### src/rtl/dds_sweep_ctrl.sv
// Linear frequency-sweep sequencer driving the DDS frequency control word.
// Each point is held max(dwell,1) cycles, and all outputs are registered.
`timescale 1ns/1ps

module dds_sweep_ctrl #(
    parameter int FW = 12,
    parameter int DW = 16
) (
    input  logic          clk,
    input  logic          rst_n,
    input  logic          start,
    input  logic          stop,
    input  logic          mode,
    input  logic [FW-1:0] f_start,
    input  logic [FW-1:0] f_stop,
    input  logic [FW-1:0] f_step,
    input  logic [DW-1:0] dwell,
    output logic [FW-1:0] frq_w,
    output logic          busy,
    output logic          step_tick,
    output logic          done
);

    // STEP marks the first cycle of a freshly loaded point; it counts down like DWELL.
    typedef enum logic [1:0] {IDLE, DWELL, STEP} state_t;

    state_t        state, state_nxt;
    logic [FW-1:0] start_s, stop_s, step_s;
    logic [DW-1:0] dwell_s, cnt, cnt_nxt;
    logic          mode_s, dir_up_s;
    logic          latch;
    logic [FW-1:0] frq_nxt, nxt_val;
    logic          busy_nxt, tick_nxt, done_nxt;
    logic [FW:0]   sum, diff;
    logic          last_pt;
    logic [DW-1:0] dwell_eff;

    assign dwell_eff = (dwell == '0) ? DW'(1) : dwell;
    assign sum       = {1'b0, frq_w} + {1'b0, step_s};
    assign diff      = {1'b0, frq_w} - {1'b0, step_s};
    assign last_pt   = (frq_w == stop_s) || (step_s == '0);

    // Extra MSB catches both overflow above 2^FW and underflow below zero.
    always_comb begin
        nxt_val = stop_s;
        if (dir_up_s) begin
            if (sum < {1'b0, stop_s})
                nxt_val = sum[FW-1:0];
        end else begin
            if (!diff[FW] && (diff[FW-1:0] > stop_s))
                nxt_val = diff[FW-1:0];
        end
    end

    always_comb begin
        state_nxt = state;
        frq_nxt   = frq_w;
        cnt_nxt   = cnt;
        tick_nxt  = 1'b0;
        done_nxt  = 1'b0;
        latch     = 1'b0;
        case (state)
            IDLE: begin
                if (start && !stop) begin
                    latch     = 1'b1;
                    frq_nxt   = f_start;
                    cnt_nxt   = dwell_eff;
                    tick_nxt  = 1'b1;
                    state_nxt = STEP;
                end
            end
            DWELL, STEP: begin
                if (stop) begin
                    state_nxt = IDLE;
                end else if (cnt <= DW'(1)) begin
                    if (last_pt && !mode_s) begin
                        done_nxt  = 1'b1;
                        state_nxt = IDLE;
                    end else begin
                        frq_nxt   = last_pt ? start_s : nxt_val;
                        cnt_nxt   = dwell_s;
                        tick_nxt  = 1'b1;
                        state_nxt = STEP;
                    end
                end else begin
                    cnt_nxt   = cnt - DW'(1);
                    state_nxt = DWELL;
                end
            end
            default: state_nxt = IDLE;
        endcase
        busy_nxt = (state_nxt != IDLE);
    end

    always_ff @(posedge clk or negedge rst_n) begin
        if (!rst_n) begin
            state     <= IDLE;
            frq_w     <= '0;
            cnt       <= '0;
            busy      <= 1'b0;
            step_tick <= 1'b0;
            done      <= 1'b0;
            start_s   <= '0;
            stop_s    <= '0;
            step_s    <= '0;
            dwell_s   <= '0;
            mode_s    <= 1'b0;
            dir_up_s  <= 1'b0;
        end else begin
            state     <= state_nxt;
            frq_w     <= frq_nxt;
            cnt       <= cnt_nxt;
            busy      <= busy_nxt;
            step_tick <= tick_nxt;
            done      <= done_nxt;
            if (latch) begin
                start_s  <= f_start;
                stop_s   <= f_stop;
                step_s   <= f_step;
                dwell_s  <= dwell_eff;
                mode_s   <= mode;
                dir_up_s <= (f_stop >= f_start);
            end
        end
    end

endmodule

### config.mk
export PLATFORM = sky130hd
export DESIGN_NAME = dds_sweep_ctrl
export DESIGN_NICKNAME = d
export VERILOG_FILES = /design/src/rtl/dds_sweep_ctrl.sv
export SDC_FILE = /design/constraint.sdc
export NUM_CORES = 1
export LEC_CHECK = 0
export ABC_CLOCK_PERIOD_IN_PS = 4200
export CORE_AREA = 4 4 111 113
export DETAILED_ROUTE_END_ITERATION = 12
export DIE_AREA = 0 0 115 117
export DONT_BUFFER_PORTS = 1
export GPL_TIMING_DRIVEN = 0
export PLACE_DENSITY_LB_ADDON = 0.2
export SYNTH_ARGS = -nofsm -noshare
export SYNTH_HDL_FRONTEND = slang
export SYNTH_SLANG_ARGS = --single-unit
### constraint.sdc
create_clock -name clk -period 4.2 [get_ports clk]
set_clock_uncertainty 0.15 [all_clocks]
set_input_delay 1.26 -clock clk [delete_from_list [all_inputs] [get_ports clk]]
set_output_delay 1.26 -clock clk [all_outputs]
set_load 0.05 [all_outputs]
==> flow_summary.ini <==
[outcome]
status = complete, but fails checks
failed_checks = negative setup slack

[worst_setup_path]
path_delay_family = compound AO/OA/AOI/OAI gates
worst_ep_required_time_ns = 4.28
worst-path-buf-inv = 1
cpMostUsedCell = a221o_1
rr_startpoint = frq_w[1]
r2r_setup_slack_ns = -0.39
arrival_ns = 4.67
cp_slowest_cell = dfrtp_4
cp_num_cells = 16
cp_max_fo = 7
endpoint_kind = register
path_cells = ha_4 > nor2b_4 > o31a_1 > o41a_1 > a211o_1 > a21oi_2 > xnor2_1 > ha_1 > and4_4 > a221o_1 > o21bai_4 > a211oi_4 > buf_6 > a221oi_2 > a211oi_1 > a221o_1
slowest_delay_ns = 0.61
crit_type = register to register
r2r_cells = 16
rr_endpoint = frq_w[7]
start_kind = register

[global_route]
antenna_found_initial = 0
grt_max_degree = 88
grt_usage_pct = 29.3
grt_overflow = 0
grt_pass1_vias = 5876
grt_pass1_wl_um = 30500

[logic_synthesis]
yosys-top-cells-count = 87 x dfrtp_1, 64 x ha_1, 62 x nor2_1
synth_area_mm2 = 0.00660
syn_area_per_cell_um2 = 8.94
synth.most_common_cell = dfrtp_1
syn-num-nets = 861
async_reset_ff_share_pct = 100
ys_ff_latch = 87
synth_top_cell_by_area = dfrtp_1
seq_area_frac_synth_pct = 33.0
synth.top_cell.area_share_pct = 33.0
ys_types = 67
synthCells = 738
synth_edf_count = 0
ys_warn_count = 0
synth_top_flop_cell = dfrtp_1
synthTopCellsByArea = dfrtp_1 33%, ha_1 12%, mux2_2 7.2%, a21oi_1 4.6%, o21ai_0 4.0%

[placement]
place_congestion = 1.01
dpl.hpwl_um = 14200
placedCellCount = 881
place_ws_ns = -0.793
io_buffers = 0

[timing]
worst_slack_ns = -0.391
timing_hold_violations_final = 0
fmax_ghz = 0.218
rsz0062_at_grt = yes
maxSlewHeadroom_pct = 41.6
min_period_ns = 4.59
period_share_pct = 109
tightest_slew_ns = 0.876
finalSetupViolations = 12
slew_viol_final = 0
whs_ns = 0.342

[floorplanning]
initial_core_util_pct = 58.3
io_pins = 72
coreArea_mm2 = 0.0113
die_area_mm2 = 0.0135
die_y_um = 117
row_count = 39
chipWidth_um = 115

[cells_and_area]
final_util_pct = 68.0
area_growth_syn_to_layout_pct = 16.7
seq_area_mm2 = 0.00220
drive_above_1_share_pct = 20.7
fill_cells = 851
nets = 903
instances_no_fill = 927
n_antenna_cell = 0
multi_input_area_mm2 = 0.00439

[drt]
vias_per_cell = 6.36
wirelength_um = 19300
drtPass1Iterations = 6
vias = 5896
ant_nets = 0
wire_per_inst_um = 20.9
drt_iter0_drc = 547
drc = 0

[cts]
clock_sinks = 87
clock_path_buffers = 2
cts_tree = done
root_buffer = clkbuf_16
hold_buffers = 0
clk_latency_ns = 0.35
cts_buffers = 9
htreeDepth = 3
path_clk_slew_ns = 0.07

[min_path]
hold_path.class = register to register
hold_depth = 2
min_from = start_s[5]
hold_end = start_s[5]

[run]
cap_violations = 0
-- logic make-up after synthesis --
family | Yosys count | share of synthesized area (%)
buffers and inverters | 86 | 5.24
AO/OA/AOI/OAI | 202 | 20.1
adder cells (fa/ha/maj) | 66 | 12.7
multiplexers | 58 | 9.60
XOR/XNOR | 29 | 3.85
flip-flops | 87 | 33.0
AND/OR/NAND/NOR | 210 | 15.4
-- timing repair --
item                                    in CTS  in global routing
pin swaps                                   31                 16
endpoints found under the setup margin      12                 12
resized for setup                           41                 23
buffers inserted                            31                  5
-- worst register-to-register path, stage by stage, from the launching register on --
cell	delay, ns
dfrtp_4	0.61
ha_4	0.29
nor2b_4	0.12
o31a_1	0.25
o41a_1	0.38
a211o_1	0.30
a21oi_2	0.17
xnor2_1	0.16
ha_1	0.28
and4_4	0.21
a221o_1	0.40
o21bai_4	0.19
a211oi_4	0.07
buf_6	0.18
a221oi_2	0.32
a211oi_1	0.13
a221o_1	0.28
-- layer usage --
metal  up-vias  global-route usage [%]  wire, um
met2       256                    43.4      8400
met3        49                    7.15      1570
met5         -                       0         0
met1      2855                    41.9      8850
li1       2736                       -         -
met4         0                    10.6       512
-- layout make-up --
type	instances	share of cell area, %
Clock buffer	12	3.20
Buffer	28	1.66
Inverter	53	2.62
Tap cell	143	2.32
Multi-Input combinational cell	565	57.0
Clock inverter	3	0.894
Timing Repair Buffer	36	3.77
Sequential cell	87	28.6
-- placed cells by master, fill, tap and decap left out, types with 6 or more instances in the layout --
master / n
inv_1: 52
dfrtp_1: 78
xor2_1: 6
xnor2_1: 23
mux2i_1: 16
nand4_1: 7
a21oi_2: 6
ha_1: 57
nand3_1: 15
nor2_1: 60
nand2b_1: 11
nand2_1: 56
clkbuf_1: 19
mux2_2: 42
nor3_1: 13
nor2b_1: 8
a21o_1: 9
clkbuf_16: 9
a22o_1: 7
a21oi_1: 52
o211ai_1: 7
buf_4: 33
o21ai_0: 50
buf_2: 6
nor4_1: 12
-- flip-flops by register name, summed over array words and instances, names as in the netlist, 2 cells and up --
signal   flops
dwell_s     16
cnt         16
state        2
step_s      12
frq_w       12
stop_s      12
start_s     12
-- how the worst max path moves through the flow --
| stage | from | to | slack [ns] |
|---|---|---|---|
| after floorplan | frq_w[2] | frq_w[7] | -0.06 |
| after global placement | frq_w[0] | frq_w[8] | -0.73 |
| after detailed placement | frq_w[6] | frq_w[8] | -0.79 |
| after CTS | frq_w[0] | frq_w[7] | -0.29 |
| after global routing | frq_w[1] | frq_w[7] | -0.49 |
| final | frq_w[1] | frq_w[7] | -0.39 |
-- through the flow --
step	cell area [um2]	TNS, ns
after floorplan	6640	-0.108
after global placement	6820	-6.59
after detailed placement	6820	-7.31
after CTS	7570	-2.29
after global routing	7700	-4.39
final	7700	-2.94
Power is left out: the tool's default activity adds up to more than one toggle a clock period on the data nets, which glitch-free logic cannot reach.
==> RTL edit: new RTL, same settings <==
Set the parameter `FW` to 11 (it was 12).
--- a/src/rtl/dds_sweep_ctrl.sv
+++ b/src/rtl/dds_sweep_ctrl.sv
@@ -5,3 +5,3 @@
 module dds_sweep_ctrl #(
-    parameter int FW = 12,
+    parameter int FW = 11,
     parameter int DW = 16
Interface: changed (resized f_start, f_step, f_stop and frq_w); port bits go from 72 to 68. The function was not compared with the original's and may differ.
==> RTL edit against the original RTL <==
The run still ends with negative setup slack left. Sequential cell count down 4. Wire length grew 0.58%. Non-clock buffer count fell by 21. Sequential share of layout area grew 0.71 points. Cell area decreased by 6.9%. Area after synthesis fell by 4.6%. Worst hold slack lost 0.011 ns. Worst setup slack gained 0.27 ns. Critical endpoint unchanged.
Power is not shown: default switching activity piles up to over one toggle a cycle in this logic, so the estimate is an artifact.
==> RTL edit: results (changes against the original RTL) <==
status:
  status: "finished with violations"  # unchanged
  violations: "negative setup slack"  # unchanged
layout:
  finalNetCount: 893  # was 903
  stdcell_area_um2: 7166  # was 7699 µm²
routing:
  drt-met1-wl_mm: 8.675  # was 8.849 mm
  routed-wl-met3_mm: 1.836  # was 1.574 mm
  num_vias: 5927  # was 5896
  drt_iter0_drc: 590  # was 547
placed_design:
  dpl_worst_slack_ns: -0.6258  # was -0.7928 ns
  gp_congestion: 0.9497  # was 1.009
  place_hpwl_mm: 14.44  # was 14.18 mm
setup_path:
  r2r_cells: 17  # was 16
  arrival_ns: 4.40  # was 4.67 ns
global_routing:
  grt_pass1_wl_mm: 30.95  # was 30.53 mm
  grt_use_met1_pct: 44.68  # was 41.86%
  grt_max_degree: 84  # was 88
  grt_pass1_vias: 5669  # was 5876
synth:
  synth_area_leaders: "dfrtp_1 (33%), ha_1 (12%), nand2_1 (7.5%)"  # was dfrtp_1 (33%), ha_1 (12%), mux2_2 (7.2%)
  syn_nets: 870  # was 861
  syn-mean-instance-area_um2: 8.320  # was 8.936 µm²
  netlist_top_cells_count: "nand2_1 (126), dfrtp_1 (83), o21ai_0 (83)"  # was dfrtp_1 (87), ha_1 (64), nor2_1 (62)
  ys_seq_area_share_pct: 33.02  # was 33.01%
  synth-xor-area-share_pct: 4.038  # was 3.851%
  synth_compound_area_share_pct: 21.78  # was 20.13%
timing:
  setup_ws_ns: -0.1181  # was -0.3911 ns
  whs_ns: 0.3305  # was 0.3417 ns
  setup_viol: 4  # was 12
==> RTL edit: cell count changes after synthesis, sizes merged, moves of 7 or more <==
cell,change
a21oi,-27
nor2,-8
nand2,+69
and3,+8
mux2,-42
o21ai,+32
or2,+7
xnor2,-12
xor2,+12
nand2b,-9
==> RTL edit: timing repair <==
action / CTS / global route
gates resized for setup: 28 / 35
setup buffers: 8 / 4
endpoints found under the setup margin: 11 / 11
pin swaps: 12 / 18
==> RTL edit: area by class of cell <==
cell class / count / area share, %
clock inverter: 7 / 1.397
timing repair buffer: 12 / 1.310
inverter: 51 / 2.672
buffer: 31 / 2.008
sequential: 83 / 29.26
clock buffer: 9 / 3.143
multi-input combinational: 591 / 57.71
tap: 143 / 2.497
==> RTL edit: tightest hold or removal path: stages, from the launching register on <==
cell and delay [ns]:
dfrtp_1 0.34, nand2_1 0.05, o21ai_0 0.06
